===== src/rtl/fcore_wide_prefetcher.sv =====
// Wide-word instruction prefetcher: latches LDC immediates and blanks until the channel sweep ends.
// Optional statistics counters are built only when FCORE_PREFETCH_STATS_EN is defined.
package fcore_isa;
  localparam int unsigned LDC = 12;
  localparam int unsigned EFI = 14;
endpackage

module fcore_wide_prefetcher #(
  parameter int INSTRUCTION_WIDTH = 16,
  parameter int OPCODE_WIDTH      = 5,
  parameter int MAX_CHANNELS      = 255,
  parameter int LOAD_WORDS        = 2,
  localparam int CW               = $clog2(MAX_CHANNELS)
) (
  input  logic                                      clock,
  input  logic                                      reset,
  input  logic                                      run,
  input  logic                                      stall,
  input  logic [(1+LOAD_WORDS)*INSTRUCTION_WIDTH-1:0] instruction_in,
  input  logic [CW-1:0]                             channel_address_in,
  input  logic [CW-1:0]                             n_channels,
  output logic [INSTRUCTION_WIDTH-1:0]              instruction_out,
  output logic [LOAD_WORDS*INSTRUCTION_WIDTH-1:0]   load_data,
  output logic [CW-1:0]                             channel_address_out,
  output logic                                      immediate_advance,
  output logic                                      efi_call,
  output logic                                      blanking,
  output logic [15:0]                               ldc_count,
  output logic [15:0]                               efi_count
);
  localparam logic [0:0] S_RUN   = 1'b0;
  localparam logic [0:0] S_BLANK = 1'b1;
  localparam logic [OPCODE_WIDTH-1:0] OP_LDC = OPCODE_WIDTH'(fcore_isa::LDC);
  localparam logic [OPCODE_WIDTH-1:0] OP_EFI = OPCODE_WIDTH'(fcore_isa::EFI);
  localparam int IW = INSTRUCTION_WIDTH;

  logic [0:0]                   state_q, state_d;
  logic [IW-1:0]                instr_q, instr_d;
  logic [LOAD_WORDS*IW-1:0]     load_q, load_d;
  logic [CW-1:0]                chan_q;
  logic [IW-1:0]                word0;
  logic [LOAD_WORDS*IW-1:0]     imm;
  logic [OPCODE_WIDTH-1:0]      opcode;
  logic [CW-1:0]                term_cnt;
  logic                         is_ldc, is_efi, tc_exit;

  assign word0    = instruction_in[IW-1:0];
  assign imm      = instruction_in[(1+LOAD_WORDS)*IW-1:IW];
  assign opcode   = word0[OPCODE_WIDTH-1:0];
  assign is_ldc   = (opcode == OP_LDC);
  assign is_efi   = (opcode == OP_EFI);
  // Zero or one active channel both collapse to a single-cycle blank on channel 0.
  assign term_cnt = (n_channels <= CW'(1)) ? '0 : n_channels - CW'(1);
  assign tc_exit  = (state_q == S_BLANK) && (channel_address_in == term_cnt);

  assign immediate_advance = is_ldc && (state_q == S_RUN) && !stall;
  assign efi_call          = is_efi && !stall;
  assign blanking          = (state_q == S_BLANK);
  assign instruction_out   = instr_q;
  assign load_data         = load_q;
  assign channel_address_out = chan_q;

  always_comb begin
    state_d = state_q;
    instr_d = instr_q;
    load_d  = load_q;
    if (tc_exit) begin
      state_d = S_RUN;
      instr_d = word0;
    end else if (state_q == S_RUN) begin
      instr_d = word0;
      if (is_ldc) begin
        state_d = S_BLANK;
        load_d  = imm;
      end
    end else if (run) begin
      state_d = S_RUN;
    end
  end

  always_ff @(posedge clock) begin
    if (reset) begin
      state_q <= S_RUN;
      instr_q <= '0;
      load_q  <= '0;
      chan_q  <= '0;
    end else if (!stall) begin
      state_q <= state_d;
      instr_q <= instr_d;
      load_q  <= load_d;
      chan_q  <= channel_address_in;
    end
  end

`ifdef FCORE_PREFETCH_STATS_EN
  logic [15:0] ldc_cnt_q, efi_cnt_q;

  // A run pulse clears the counters outright, even if an LDC/EFI lands in the same cycle.
  always_ff @(posedge clock) begin
    if (reset || (run && !stall)) begin
      ldc_cnt_q <= '0;
      efi_cnt_q <= '0;
    end else begin
      if (immediate_advance && (ldc_cnt_q != 16'hFFFF)) ldc_cnt_q <= ldc_cnt_q + 16'd1;
      if (efi_call && (efi_cnt_q != 16'hFFFF))          efi_cnt_q <= efi_cnt_q + 16'd1;
    end
  end

  assign ldc_count = ldc_cnt_q;
  assign efi_count = efi_cnt_q;
`else
  assign ldc_count = '0;
  assign efi_count = '0;
`endif
endmodule


===== config.mk =====
export PLATFORM = sky130hd
export DESIGN_NAME = fcore_wide_prefetcher
export DESIGN_NICKNAME = d
export VERILOG_FILES = /design/src/rtl/fcore_wide_prefetcher.sv
export SDC_FILE = /design/constraint.sdc
export NUM_CORES = 1
export LEC_CHECK = 0
export ABC_AREA = 1
export ABC_CLOCK_PERIOD_IN_PS = 2200
export BUFFER_PORTS_ARGS = -buffer_cell sky130_fd_sc_hd__buf_2
export CAP_MARGIN = 20
export CORE_UTILIZATION = 44
export CTS_CLUSTER_DIAMETER = 50
export CTS_CLUSTER_SIZE = 14
export DETAILED_ROUTE_END_ITERATION = 7
export PLACE_DENSITY_LB_ADDON = 0.3
export SLEW_MARGIN = 20
export SYNTH_ARGS = -nofsm -noshare
export SYNTH_HDL_FRONTEND = slang
export SYNTH_SLANG_ARGS = --single-unit

===== constraint.sdc =====
create_clock -name clock -period 2.2 [get_ports clock]
set_input_delay 0.44 -clock clock [delete_from_list [all_inputs] [get_ports clock]]
set_output_delay 0.44 -clock clock [all_outputs]
set_load 0.1 [all_outputs]

==> results.py <==
metrics = {
    "place": {
        "io_buffers": 126,
        "placedInstanceArea_sq_mm": 0.00338,
        "dpl.hpwl_microns": 4670,
        "place.gp.congestion": 0.877,
        "post-place-cells": 589,
    },
    "floorplanning": {
        "core_area_sq_mm": 0.00596,
        "die_area_sq_mm": 0.00650,
        "initial_core_util": 0.457,
        "die_w_microns": 80.6,
        "die_y_microns": 80.6,
        "pin_count": 159,
        "rows": 28,
    },
    "synthesis": {
        "ys_seq_area_frac": 0.420,
        "yosysMostFrequentCell": "nor2_1",
        "synthTopCellsByArea": "dfxtp_1 (42%), nor2_1 (16%), buf_4 (8.8%)",
        "synth_edf_count": 0,
        "async_reset_ff_frac": 0,
        "yosys_most_used_dff": "dfxtp_1",
        "synth-seq-cells": 57,
        "synthCells": 395,
        "synth.avg_cell_area_sq_um": 6.88,
        "synth.top_cell.area_share": 0.420,
        "synth.largest_area_cell": "dfxtp_1",
        "synth_cell_types": 25,
        "yosys-top-cells-count": "nor2_1 (118), dfxtp_1 (57), nand2_1 (56), o21ai_0 (43)",
        "mappedNetlistArea_sq_mm": 0.00272,
        "yosysWarnings": 0,
    },
    "timing": {
        "fin_worst_skew_ns": 0.00853,
        "hold_ws_ns": 0.289,
        "final.period_utilization": 0.889,
        "fin_crit_ns": 1.96,
        "max_clock_freq_mhz": 511,
        "setup_tns_ns": 0,
        "finalSetupViolCount": 0,
        "rsz0062_at_grt": "no",
        "hold_viol_final": 0,
        "slew_viol_final": 0,
    },
    "clocking": {
        "holdBufCountCts": 0,
        "cts_made_buffers": 9,
        "clk_latency_ns": 0.33,
        "ctsRootBufferMaster": "clkbuf_8",
        "cts_htree_levels": 3,
        "path_clk_slew_ns": 0.06,
        "clock-sinks": 57,
        "cts.repair.resized": 0,
        "clockBufferDepth": 2,
        "cts_tree": "yes",
        "cts_setup_buffers": 0,
    },
    "finish": {
        "num_antenna_cells": 0,
        "fin_cells": 605,
        "layout.nets": 595,
        "syn_to_final_growth_pct": 31.8,
        "design_area_sq_mm": 0.00358,
        "drive_above_1_share": 0.306,
    },
    "setup_path": {
        "crit_fanout": 21,
        "required_ns": 2.42,
        "crit_buf_inv": 3,
        "crit_path_start_kind": "input port",
        "cp_num_cells": 16,
        "cp_top_family": "simple AND/OR/NAND/NOR gates",
        "criticalPathCategory": "in2reg",
        "slowest_stage": "ha_1",
        "cpPeakStageDelay_ns": 0.27,
        "cp-end-kind": "flip-flop",
        "rr_worst_depth": 6,
        "path_cells": "buf_2 > inv_1 > ha_1 > nor2_1 > nor2_2 > nand2_4 > nand2_1 > or2_1 > nand4_1 > nor2_1 > nand2_2 > nand2_4 > buf_12 > nand2_1 > nand2_1 > nor2_1",
        "cp.arrival_ns": 2.17,
    },
    "power_and_ir_drop": {
        "seqPwrFrac": 0.374,
        "p_int_mw": 1.83,
        "powerDensity_mw_per_mm2": 814,
        "power.leakage_nw": 1.97,
        "switching_share": 0.373,
        "clkPwrFrac": 0.344,
        "switchingPower_mw": 1.09,
        "ir_drop_uv": 443,
        "comb_power_share": 0.282,
    },
    "global_routing": {
        "antenna_found_initial": 0,
        "grt_pass1_wl_microns": 9740,
        "track_usage": 0.195,
        "grt_max_degree": 34,
        "overflow": 0,
        "first_global_vias": 2306,
    },
    "run": {
        "cap_violations": 0,
    },
    "drt": {
        "dr.pass1.iters": 6,
        "postRouteAntennaNets": 0,
        "drc": 0,
        "dr_total_vias": 2678,
        "via_per_inst": 4.43,
        "finalWirelength_microns": 6270,
        "dr.first_iter.drc_count": 66,
        "avgRoutedWirePerCell_microns": 10.4,
    },
    "hold_path": {
        "hold_depth": 2,
        "hold_class": "in2reg",
    },
    "run_status": {
        "outcome": "complete, no violations",
    },
}
-- cell families (layout without fill, tap and decap cells) --
logic type                 after synthesis  count (layout)  synth area share
and+or+nand+nor                        200             200             0.302
buffers and inverters                   82             186             0.166
DFF                                     57              57             0.420
AOI/OAI and AO/OA                       50              50            0.0920
xor gates and xnor gates                 3               3           0.00967
adders and majority gates                2               2           0.00920
other                                    1              32           0.00138
-- area by class of cell --
type	count	area, sq um
inverter	34	128
fill	600	2370
sequential	57	1140
tap	75	93.8
clock buffer	14	173
clock inverter	2	35.0
timing repair buffer	136	746
multi-input combinational	287	1270
-- state kept, by name, summed over array words and instances (netlist names) --
name and count:
instruction_out 16, load_data 32, blanking 1, channel_address_out 8
-- layer usage --
metal	global-route usage	wire length, microns	up-vias	part of all wire
li1	-	-	1416	-
met1	0.220	2820	1171	0.45
met2	0.332	2920	87	0.47
met3	0.0818	482	4	0.077
met4	0.0571	53	0	0.0085
met5	0	0	-	0
-- final timing paths --
kind	to	slack, ns	startpoint
worst max-delay path	instruction_out[15]$_SDFFE_PP0P_	0.24	n_channels[0]
worst min-delay path	blanking$_SDFFE_PP0N_	0.29	reset
worst max register to register	load_data[15]$_SDFFE_PP0P_	0.78	blanking$_SDFFE_PP0N_
worst min register to register	instruction_out[15]$_SDFFE_PP0P_	0.48	instruction_out[15]$_SDFFE_PP0P_
-- power groups by stage --
stage          sequential [mW]  clock, mW  combinational [mW]
2_1_floorplan             1.40          0               0.434
3_3_place_gp              1.11          0               0.817
3_5_place_dp              1.11          0               0.823
4_1_cts                   1.09       1.03               0.824
5_1_grt                   1.10       1.09               0.871
6_report                  1.09       1.00               0.824
-- stage by stage --
stage | total power [mW] | setup slack, ns | util
after CTS | 2.94 | 0.283 | 0.602
final | 2.92 | 0.245 | 0.602
after floorplan | 1.84 | 0.0159 | -
after detailed placement | 1.94 | -0.0576 | 0.567
after global placement | 1.93 | 0.000395 | 0.567
after global routing | 3.05 | 0.0920 | 0.602
-- placed cells by master, fill, tap and decap left out --
| cell | synthesis | final |
|---|---|---|
| clkbuf_1 | 12 | 2 |
| xnor2_1 | 2 | 2 |
| inv_1 | 32 | 32 |
| nor4_4 | 0 | 2 |
| nor2_1 | 118 | 118 |
| nand2_4 | 2 | 2 |
| nand2_1 | 56 | 56 |
| o21ai_0 | 43 | 43 |
| bufinv_16 | 0 | 1 |
| buf_12 | 0 | 3 |
| nand3_2 | 1 | 1 |
| buf_2 | 0 | 125 |
| nand2_2 | 2 | 2 |
| buf_4 | 32 | 8 |
| nand4_1 | 4 | 4 |
| nand3_1 | 10 | 10 |
| clkinv_2 | 0 | 1 |
| ha_1 | 2 | 2 |
| a21oi_1 | 7 | 7 |
| xor2_1 | 1 | 1 |
| nor3_1 | 1 | 1 |
| nor2_2 | 3 | 3 |
| dfxtp_1 | 57 | 57 |
| or2_1 | 1 | 1 |
| inv_2 | 2 | 2 |
| conb_1 | 1 | 32 |
| clkbuf_8 | 0 | 12 |
(Power assumes the default switching activity.)
